--- config.mk ---
export PLATFORM = sky130hd
export DESIGN_NAME = iob_uart_rx_fc
export DESIGN_NICKNAME = d
export VERILOG_FILES = /design/src/rtl/iob_uart_rx_pkg.sv /design/src/rtl/iob_uart_rx_fifo.sv /design/src/rtl/iob_uart_rx_fc.sv
export SDC_FILE = /design/constraint.sdc
export NUM_CORES = 1
export LEC_CHECK = 0
export ABC_CLOCK_PERIOD_IN_PS = 4700
export CORE_MARGIN = 2
export CORE_UTILIZATION = 45
export CTS_BUF_LIST = sky130_fd_sc_hd__clkbuf_2 sky130_fd_sc_hd__clkbuf_4 sky130_fd_sc_hd__clkbuf_8
export DETAILED_ROUTE_END_ITERATION = 16
export DONT_BUFFER_PORTS = 1
export GPL_TIMING_DRIVEN = 1
export PLACE_DENSITY_LB_ADDON = 0.08
export SYNTH_ARGS = -nofsm -noshare
export SYNTH_HDL_FRONTEND = slang
export SYNTH_HIERARCHICAL = 1
export SYNTH_SLANG_ARGS = --single-unit
export TNS_END_PERCENT = 20
--- constraint.sdc ---
create_clock -name clk_i -period 4.7 [get_ports clk_i]
set_input_delay 0.94 -clock clk_i [delete_from_list [all_inputs] [get_ports clk_i]]
set_output_delay 0.94 -clock clk_i [all_outputs]
set_load 0.05 [all_outputs]
--- src/rtl/iob_uart_rx_pkg.sv ---
// Shared types and constants for the iob_uart_rx_fc receiver.
//   state_t    : receiver FSM states
//   FRAME_BITS : start + 8 data + stop
//   MIN_DIV    : smallest usable bit-period divisor
package iob_uart_rx_pkg;

    typedef enum logic [2:0] {
        IDLE  = 3'd0,
        START = 3'd1,
        DATA  = 3'd2,
        STOP  = 3'd3,
        BREAK = 3'd4
    } state_t;

    localparam int unsigned FRAME_BITS = 10;
    localparam int unsigned MIN_DIV    = 4;

endpackage

--- src/rtl/iob_uart_rx_fifo.sv ---
// Synchronous first-word-fall-through FIFO for received bytes.
//   clk_i, arst_n_i : clock, asynchronous active-low reset
//   push, wdata     : write request and data (accepted when not full, or full with a pop)
//   pop             : read request (ignored while empty)
//   rdata           : head entry, valid whenever empty is low
//   full, empty     : occupancy status
//   level           : number of stored entries
module iob_uart_rx_fifo #(
    parameter int unsigned DATA_W = 8,
    parameter int unsigned DEPTH  = 4
) (
    input  logic                     clk_i,
    input  logic                     arst_n_i,
    input  logic                     push,
    input  logic [DATA_W-1:0]        wdata,
    input  logic                     pop,
    output logic [DATA_W-1:0]        rdata,
    output logic                     full,
    output logic                     empty,
    output logic [$clog2(DEPTH):0]   level
);

    localparam int unsigned AW = $clog2(DEPTH);
    localparam int unsigned LW = AW + 1;

    logic [DATA_W-1:0] mem [DEPTH];
    logic [AW-1:0]     wr_ptr;
    logic [AW-1:0]     rd_ptr;
    logic              do_push;
    logic              do_pop;

    assign empty   = (level == '0);
    assign full    = (level == LW'(DEPTH));
    assign do_pop  = pop && !empty;
    // A pop in the same cycle frees the slot, so a full FIFO can still accept.
    assign do_push = push && (!full || do_pop);
    assign rdata   = mem[rd_ptr];

    // Storage, pointers (wrap naturally, DEPTH is a power of 2) and occupancy.
    always_ff @(posedge clk_i or negedge arst_n_i) begin
        if (!arst_n_i) begin
            for (int i = 0; i < int'(DEPTH); i++) begin
                mem[i] <= '0;
            end
            wr_ptr <= '0;
            rd_ptr <= '0;
            level  <= '0;
        end else begin
            if (do_push) begin
                mem[wr_ptr] <= wdata;
                wr_ptr      <= wr_ptr + AW'(1);
            end
            if (do_pop) begin
                rd_ptr <= rd_ptr + AW'(1);
            end
            if (do_push && !do_pop) begin
                level <= level + LW'(1);
            end else if (!do_push && do_pop) begin
                level <= level - LW'(1);
            end
        end
    end

endmodule

--- src/rtl/iob_uart_rx_fc.sv ---
// 8N1 UART receiver with FWFT receive FIFO and RTS flow control.
//   clk_i, arst_n_i : clock, asynchronous active-low reset
//   en_i            : receiver enable; low aborts any frame and drops rts_o
//   div_i           : clock cycles per bit (values below 4 act as 4), latched at frame start
//   rxd_i           : asynchronous serial input, idle high
//   rts_o           : peer may send (one slot of margin kept for a byte in flight)
//   data_o, valid_o : FIFO head byte and non-empty flag
//   ready_i         : consumer accepts the head byte
//   level_o         : FIFO occupancy
//   frame_err_o     : sticky, stop bit sampled low
//   overrun_o       : sticky, byte dropped on full FIFO
//   clr_err_i       : clears both sticky flags (a same-cycle set wins)
module iob_uart_rx_fc
    import iob_uart_rx_pkg::*;
#(
    parameter int unsigned DIV_W      = 16,
    parameter int unsigned DATA_W     = 8,
    parameter int unsigned FIFO_DEPTH = 4
) (
    input  logic                          clk_i,
    input  logic                          arst_n_i,
    input  logic                          en_i,
    input  logic [DIV_W-1:0]              div_i,
    input  logic                          rxd_i,
    output logic                          rts_o,
    output logic [DATA_W-1:0]             data_o,
    output logic                          valid_o,
    input  logic                          ready_i,
    output logic [$clog2(FIFO_DEPTH):0]   level_o,
    output logic                          frame_err_o,
    output logic                          overrun_o,
    input  logic                          clr_err_i
);

    localparam int unsigned LVL_W = $clog2(FIFO_DEPTH) + 1;
    localparam int unsigned IDX_W = $clog2(DATA_W);
    localparam logic [IDX_W-1:0] LAST_IDX = IDX_W'(FRAME_BITS - 3);

    logic              rx_s1;
    logic              rxs;
    state_t            state;
    state_t            state_nx;
    logic [DIV_W-1:0]  cnt;
    logic [DIV_W-1:0]  cnt_nx;
    logic [DIV_W-1:0]  div_q;
    logic [DIV_W-1:0]  div_nx;
    logic [DIV_W-1:0]  div_eff;
    logic [DATA_W-1:0] sh;
    logic [DATA_W-1:0] sh_nx;
    logic [IDX_W-1:0]  bit_idx;
    logic [IDX_W-1:0]  bit_idx_nx;
    logic              tick;
    logic              push;
    logic              pop;
    logic              full;
    logic              empty;
    logic              fe_set;
    logic              ov_set;

    assign div_eff = (div_i < DIV_W'(MIN_DIV)) ? DIV_W'(MIN_DIV) : div_i;
    assign tick    = (cnt == '0);
    assign valid_o = !empty;
    assign pop     = valid_o && ready_i;

    // Two-flop synchronizer; idle-high reset avoids a false start after reset.
    always_ff @(posedge clk_i or negedge arst_n_i) begin
        if (!arst_n_i) begin
            rx_s1 <= 1'b1;
            rxs   <= 1'b1;
        end else begin
            rx_s1 <= rxd_i;
            rxs   <= rx_s1;
        end
    end

    // FSM and datapath registers.
    always_ff @(posedge clk_i or negedge arst_n_i) begin
        if (!arst_n_i) begin
            state   <= IDLE;
            cnt     <= '0;
            div_q   <= '0;
            sh      <= '0;
            bit_idx <= '0;
        end else begin
            state   <= state_nx;
            cnt     <= cnt_nx;
            div_q   <= div_nx;
            sh      <= sh_nx;
            bit_idx <= bit_idx_nx;
        end
    end

    // Next-state and frame datapath.
    always_comb begin
        state_nx   = state;
        cnt_nx     = cnt;
        div_nx     = div_q;
        sh_nx      = sh;
        bit_idx_nx = bit_idx;
        push       = 1'b0;
        fe_set     = 1'b0;
        ov_set     = 1'b0;

        case (state)
            IDLE: begin
                if (en_i && !rxs) begin
                    // Half a bit period lands the start sample mid-bit.
                    div_nx   = div_eff;
                    cnt_nx   = (div_eff >> 1) - DIV_W'(1);
                    state_nx = START;
                end
            end
            START: begin
                if (tick) begin
                    if (rxs) begin
                        state_nx = IDLE;
                    end else begin
                        cnt_nx     = div_q - DIV_W'(1);
                        bit_idx_nx = '0;
                        state_nx   = DATA;
                    end
                end else begin
                    cnt_nx = cnt - DIV_W'(1);
                end
            end
            DATA: begin
                if (tick) begin
                    sh_nx      = {rxs, sh[DATA_W-1:1]};
                    cnt_nx     = div_q - DIV_W'(1);
                    bit_idx_nx = bit_idx + IDX_W'(1);
                    if (bit_idx == LAST_IDX) begin
                        state_nx = STOP;
                    end
                end else begin
                    cnt_nx = cnt - DIV_W'(1);
                end
            end
            STOP: begin
                if (tick) begin
                    if (rxs) begin
                        if (!full || pop) begin
                            push = 1'b1;
                        end else begin
                            ov_set = 1'b1;
                        end
                        state_nx = IDLE;
                    end else begin
                        fe_set   = 1'b1;
                        state_nx = BREAK;
                    end
                end else begin
                    cnt_nx = cnt - DIV_W'(1);
                end
            end
            BREAK: begin
                // Held-low line: wait for idle before hunting for a new start bit.
                if (rxs) begin
                    state_nx = IDLE;
                end
            end
            default: begin
                state_nx = IDLE;
            end
        endcase

        // Disable aborts the frame in flight without touching FIFO or flags.
        if (!en_i) begin
            state_nx = IDLE;
            push     = 1'b0;
            fe_set   = 1'b0;
            ov_set   = 1'b0;
        end
    end

    // Sticky error flags and flow control.
    always_ff @(posedge clk_i or negedge arst_n_i) begin
        if (!arst_n_i) begin
            frame_err_o <= 1'b0;
            overrun_o   <= 1'b0;
            rts_o       <= 1'b0;
        end else begin
            if (fe_set) begin
                frame_err_o <= 1'b1;
            end else if (clr_err_i) begin
                frame_err_o <= 1'b0;
            end
            if (ov_set) begin
                overrun_o <= 1'b1;
            end else if (clr_err_i) begin
                overrun_o <= 1'b0;
            end
            rts_o <= en_i && (level_o < LVL_W'(FIFO_DEPTH - 1));
        end
    end

    iob_uart_rx_fifo #(
        .DATA_W (DATA_W),
        .DEPTH  (FIFO_DEPTH)
    ) u_fifo (
        .clk_i    (clk_i),
        .arst_n_i (arst_n_i),
        .push     (push),
        .wdata    (sh),
        .pop      (pop),
        .rdata    (data_o),
        .full     (full),
        .empty    (empty),
        .level    (level_o)
    );

endmodule

==> results of run 1 <==
## power groups by stage
stage / Clock, mW / Combinational [mW] / Sequential [mW]
floorplan: 0 / 0.226 / 0.895
global placement: 0 / 0.251 / 0.931
detailed placement: 0 / 0.253 / 0.930
CTS: 0.570 / 0.254 / 0.915
global route: 0.606 / 0.288 / 0.927
finish: 0.547 / 0.256 / 0.917
## cells by family (layout without fill, tap and decap cells)
group,after synthesis,after routing,share of synthesized area
compound gates,79,79,0.0941
flops,90,90,0.433
xor+xnor,33,33,0.0556
fa+ha+maj,12,12,0.0303
buf+inv,38,34,0.0342
mux,66,66,0.165
simple gates,175,175,0.188
## registers in the layout, indices dropped and copies added, names as in the netlist, 3 cells and up
name,flops
bit_idx,3
sh,8
state,3
cnt,16
u_fifo/level,3
div_q,16
u_fifo/mem,32
## area by class of cell
cell class	instances	area (µm²)
Inverter	17	63.8
Tap cell	143	179
Sequential cell	90	2250
Timing Repair Buffer	2	15.0
Clock inverter	5	62.6
Multi-Input combinational cell	365	2780
Fill cell	1072	5880
Clock buffer	10	138
## through the flow
stage	cell area (µm²)	setup WS (ns)
after global placement	5290	0.891
after global routing	5490	0.808
after floorplan	5200	1.25
final	5490	1.09
after CTS	5490	1.13
after detailed placement	5290	0.735
## cells in the mapped netlist (all sizes together), types with 3 or more instances
cell,number,share of area
buf,12,0.015
inv,17,0.012
mux2,55,0.12
o31ai,3,0.0053
nor3b,3,0.0053
nor3,18,0.019
xor2,16,0.027
o211ai,3,0.0043
mux4,8,0.035
nand2,38,0.027
nor2,46,0.035
nand2b,8,0.0096
or2,5,0.0060
a21oi,18,0.018
nor4b,5,0.014
o32ai,4,0.0067
nand4,6,0.0096
nand3,12,0.013
a211oi,3,0.0043
xnor2,17,0.029
mux2i,3,0.0058
nor4,12,0.019
or3,8,0.0096
o21ai,28,0.027
o22ai,9,0.011
clkbuf,9,0.0065
ha,11,0.026
dfrtp,88,0.42
## layer usage
metal	up-vias	global-route usage	share of wire
met5	-	0	0
met4	0	0.0560	0.010
met3	13	0.0506	0.062
met2	108	0.280	0.43
met1	1792	0.324	0.50
li1	1771	-	-
## path summary, 6_finish.rpt
kind	cells after the start	from	end	slack [ns]
setup / recovery	10	div_i[8]	cnt[12]$_DFFE_PN0P_	1.09
hold / removal	0	arst_n_i	u_fifo/mem[29]$_DFFE_PN0P_	0.25
setup reg to reg	15	cnt[0]$_DFFE_PN0P_	u_fifo/level[2]$_DFFE_PN0P_	1.16
hold reg to reg	0	rx_s1$_DFF_PN1_	rxs$_DFF_PN1_	0.36
max in group asynchronous	0	arst_n_i	rx_s1$_DFF_PN1_	4.23
min in group clk_i	0	rx_s1$_DFF_PN1_	rxs$_DFF_PN1_	0.36
## worst reg2reg max path, cell delays in order (launching register included)
cell and delay, ns:
dfrtp_1 0.45, inv_1 0.12, ha_1 0.16, nor4b_2 0.35
nand4_2 0.14, buf_4 0.21, nor2_1 0.18, nand3_1 0.15
a21oi_1 0.34, nor2b_1 0.30, ha_1 0.23, inv_1 0.06
fa_1 0.37, xor2_1 0.15, nor2_1 0.11, xor2_1 0.15
==> out/results.ini, run 1 <==
[cts]
htree_num_levels = 3
insertion_delay_ns = 0.38
clock-sinks = 90
postCtsSetupBuffers = 0
cts_resized = 0
cts_buffers = 9
cts_tree = built
clk_pin_slew_ns = 0.09
cts_hold_buffers = 0
clock_path_buffers = 2
cts_root_buffer = clkbuf_8

[job]
max_cap_viol_count = 0

[power_and_ir_drop]
finalPower_mw = 1.72
power.switching_mw = 0.514
pwr-share-clk = 0.318
sw_frac_of_total = 0.299
leakage_nw = 2.26
power.density_nw_per_um2 = 313
pwr-share-comb = 0.149
seqPwrFrac = 0.533
peakVddDrop_mv = 0.222
internal-power_mw = 1.21

[yosys]
synth_nets = 527
yosysUniqueCellTypes = 66
yosys_warnings = 6
synthCells = 493
ys_seq_elements = 90
synth-edff-count = 0
async_reset_ff_frac = 1.00
syn_area_um2 = 5200
ys.flop_type = dfrtp_1
synth_seq_area_share = 0.433
synth.avg_cell_area_um2 = 10.6

[timing]
max_freq_ghz = 0.277
max_slew.worst_pin.slew_ns = 1.07
period_minus_slack_ns = 3.61
fin_worst_skew_ns = 0.00813
hold_viol = 0
setup_viol = 0
period_share = 0.767
hold_slack_ns = 0.247
slew_headroom = 0.281
slew_viol_final = 0
fin_setup_tns_ns = 0
rsz0062_at_grt = false

[route]
vias = 3684
drc = 0
drt-initial-drc-count = 307
ant_nets = 0
vias_per_cell = 5.83
wirelength_mm = 11.9
drtPass1Iterations = 5
wl_per_cell_um = 18.9

[placed_design]
placed_cells = 617
dpl.hpwl_mm = 8.39
port_buffers = 0
gp_congestion = 0.840

[grt]
grt_pass1_vias = 3542
grt_pass1_wl_mm = 20.0
gr-total-overflow = 0
antenna_found_initial = 0
grt_max_degree = 91
grt.total_usage = 0.206

[final_layout]
final_cell_mix = dfrtp_1 (88), mux2_2 (48), nor2_1 (42)
fin_nets = 519
areaGrowthSynthToFinish_pct = 5.56
n_antenna_cell = 0
finalCoreUtilization = 0.483
stdcell_count = 632
final_common_cell = dfrtp_1
drive_above_1_share = 0.213

[floorplan]
num_io_pins = 37
initial_utilization = 0.457
core_area_um2 = 11400
die_w_um = 112
dieArea_um2 = 12400
num_rows = 39
die_y_um = 112

[critical_path]
cp-start-kind = input port
path_delay_family = simple AND/OR/NAND/NOR gates
path_max_fanout = 7
path_class = input port to flip-flop
arrival_ns = 3.86
crit_buf_inv = 0
cp_slowest_stage_delay_ns = 0.77
cp-end-kind = flip-flop
cp_slowest_cell = nor4b_1
worst_ep_required_time_ns = 4.95
crit_chain = nor3_1, and4_1, nand2b_1, ha_1, nor4b_1, nand4_1, xor2_1, nor2_1, o31ai_2, o311ai_1

[outcome]
status = finished clean

[min_path]
hold_class = input port to async pin

Power figures use the tool's default switching activity.
==> run 2: changes to the inputs <==
--- a/config.mk
+++ b/config.mk
@@ -5,7 +5,7 @@
 export SDC_FILE = /design/constraint.sdc
 export NUM_CORES = 1
 export LEC_CHECK = 0
-export ABC_CLOCK_PERIOD_IN_PS = 4700
+export ABC_CLOCK_PERIOD_IN_PS = 3000
 export CORE_MARGIN = 2
 export CORE_UTILIZATION = 45
 export CTS_BUF_LIST = sky130_fd_sc_hd__clkbuf_2 sky130_fd_sc_hd__clkbuf_4 sky130_fd_sc_hd__clkbuf_8
==> constraint.sdc (replaced) <==
create_clock -name clk_i -period 3 [get_ports clk_i]
set_input_delay 0.6 -clock clk_i [delete_from_list [all_inputs] [get_ports clk_i]]
set_output_delay 0.6 -clock clk_i [all_outputs]
set_load 0.05 [all_outputs]
==> run 2 against run 1 <==
Cell area rose by 6.2%. Wire length up 4.5%. Register-to-register slack worse by 0.92 ns. Sequential share of layout area fell by 2.4 points. Flip-flop and latch count did not move. Critical path depth up 4. Clock power up 61%. Global-route usage rose by 0.69 points. Largest power group unchanged.
==> out/results.ini, run 2 (same netlist as run 1, synthesis figures left out) <==
[critical_path]
rr_worst_depth = 14
cp-start-kind = flip-flop
arrival_ns = 3.05
worst_ep_required_time_ns = 3.29
crit_chain = inv_2, ha_1, nor4b_4, nand4_2, nor2_2, nand3_2, a21oi_2, nor2b_4, ha_2, inv_1, fa_1, xor2_1, nor2_1, xor2_1
rr_endpoint = u_fifo/level[2]$_DFFE_PN0P_
path_common_cell = xor2_1
r2r_start = cnt[0]$_DFFE_PN0P_
regToRegSetupSlack_ns = 0.24
path_max_fanout = 3
cp_slowest_cell = dfrtp_1
path_class = flip-flop to flip-flop
cp-end-kind = flip-flop
cp_slowest_stage_delay_ns = 0.40
path_delay_family = simple AND/OR/NAND/NOR gates
crit_buf_inv = 2

[timing]
hold_viol = 0
period_share = 0.919
max_freq_ghz = 0.363
fin_worst_skew_ns = 0.0167
setup_viol = 0
slew_headroom = 0.345
max_slew.worst_pin.slew_ns = 0.976
slew_viol_final = 0
rsz0062_at_grt = false
period_minus_slack_ns = 2.76
hold_slack_ns = 0.0663

[final_layout]
drive_above_1_share = 0.287
largestRegisters = u_fifo/mem x32, cnt x16, div_q x16
finalCoreUtilization = 0.513
stdcell_count = 670
fin_nets = 556
largest_register_ffs = 32
n_fill_cell = 1030
regMostFlops = u_fifo/mem
areaGrowthSynthToFinish_pct = 12.1
final_common_cell = dfrtp_1
n_antenna_cell = 0
final_cell_mix = dfrtp_1 (87), mux2_2 (48), nor2_1 (41)

[route]
wirelength_mm = 12.5
ant_nets = 0
drt-initial-drc-count = 320
vias_per_cell = 5.74
vias = 3847
drc = 0
drtPass1Iterations = 5
wl_per_cell_um = 18.6

[floorplan]
num_rows = 39
initial_utilization = 0.457
core_area_um2 = 11400
die_y_um = 112
dieArea_um2 = 12400
die_w_um = 112
num_io_pins = 37

[grt]
grt_pass1_vias = 3866
gr-total-overflow = 0
antenna_found_initial = 0
grt.total_usage = 0.212
grt_pass1_wl_mm = 20.7
grt_max_degree = 89

[cts]
insertion_delay_ns = 0.38
clk_pin_slew_ns = 0.10
cts_buffers = 9
clock_path_buffers = 2
cts_root_buffer = clkbuf_8
htree_num_levels = 3
cts_tree = built
clock-sinks = 90

[placed_design]
dpl.hpwl_mm = 9.00
gp_congestion = 0.922
placed_cells = 650
port_buffers = 0

[outcome]
status = finished clean

[job]
max_cap_viol_count = 0

[power_and_ir_drop]
finalPower_mw = 2.81
power.density_nw_per_um2 = 483
leakage_nw = 2.47
peakVddDrop_mv = 0.395

[min_path]
hold_class = input port to async pin

run 2: stage by stage:
step / setup slack [ns] / instance area, µm² / setup TNS [ns]
3_3_place_gp: 0.139 / 5550 / 0
6_report: 0.244 / 5830 / 0
5_1_grt: 0.00787 / 5830 / 0
2_1_floorplan: -0.0720 / 5210 / -0.100
4_1_cts: 0.0414 / 5790 / 0
3_5_place_dp: 0.0340 / 5550 / 0
run 2: worst max path at each step:
stage | startpoint | to | cells after the start
floorplan | u_fifo/level[1]$_DFFE_PN0P_ | u_fifo/level[1]$_DFFE_PN0P_ | 10
global placement | cnt[0]$_DFFE_PN0P_ | u_fifo/level[2]$_DFFE_PN0P_ | 14
detailed placement | cnt[1]$_DFFE_PN0P_ | u_fifo/level[2]$_DFFE_PN0P_ | 14
CTS | cnt[1]$_DFFE_PN0P_ | u_fifo/level[2]$_DFFE_PN0P_ | 14
global route | cnt[0]$_DFFE_PN0P_ | u_fifo/level[2]$_DFFE_PN0P_ | 14
finish | cnt[0]$_DFFE_PN0P_ | u_fifo/level[2]$_DFFE_PN0P_ | 14
run 2: routing by layer:
layer	wire [µm]	vias to the layer above	track usage
met1	6340	1873	0.324
li1	-	1851	-
met3	661	15	0.0425
met4	182	0	0.0823
met2	5280	108	0.298
met5	0	-	0
run 2: repair_timing:
| action | in CTS | in global routing |
|---|---|---|
| hold endpoints to repair | 88 | 0 |
| gates cloned | 0 | 0 |
| pin swaps | 0 | 2 |
| hold buffers | 1 | 0 |
| buffers inserted | 0 | 3 |
| endpoints found under the setup margin | 1 | 2 |
| resized for setup | 1 | 8 |
run 2: power by group:
part           switching, mW  total [mW]  internal [mW]
clock network          0.472       0.879          0.407
logic                  0.290       0.522          0.231
registers              0.112        1.41           1.30
total                  0.875        2.81           1.94
run 2: layout make-up:
cell class	count	area (µm²)	area share
Inverter	17	63.8	0.0109
Tap cell	143	179	0.0307
Timing Repair Buffer	39	313	0.0537
Clock buffer	10	131	0.0225
Multi-Input combinational cell	365	2810	0.483
Clock inverter	6	72.6	0.0124
Sequential cell	90	2260	0.387
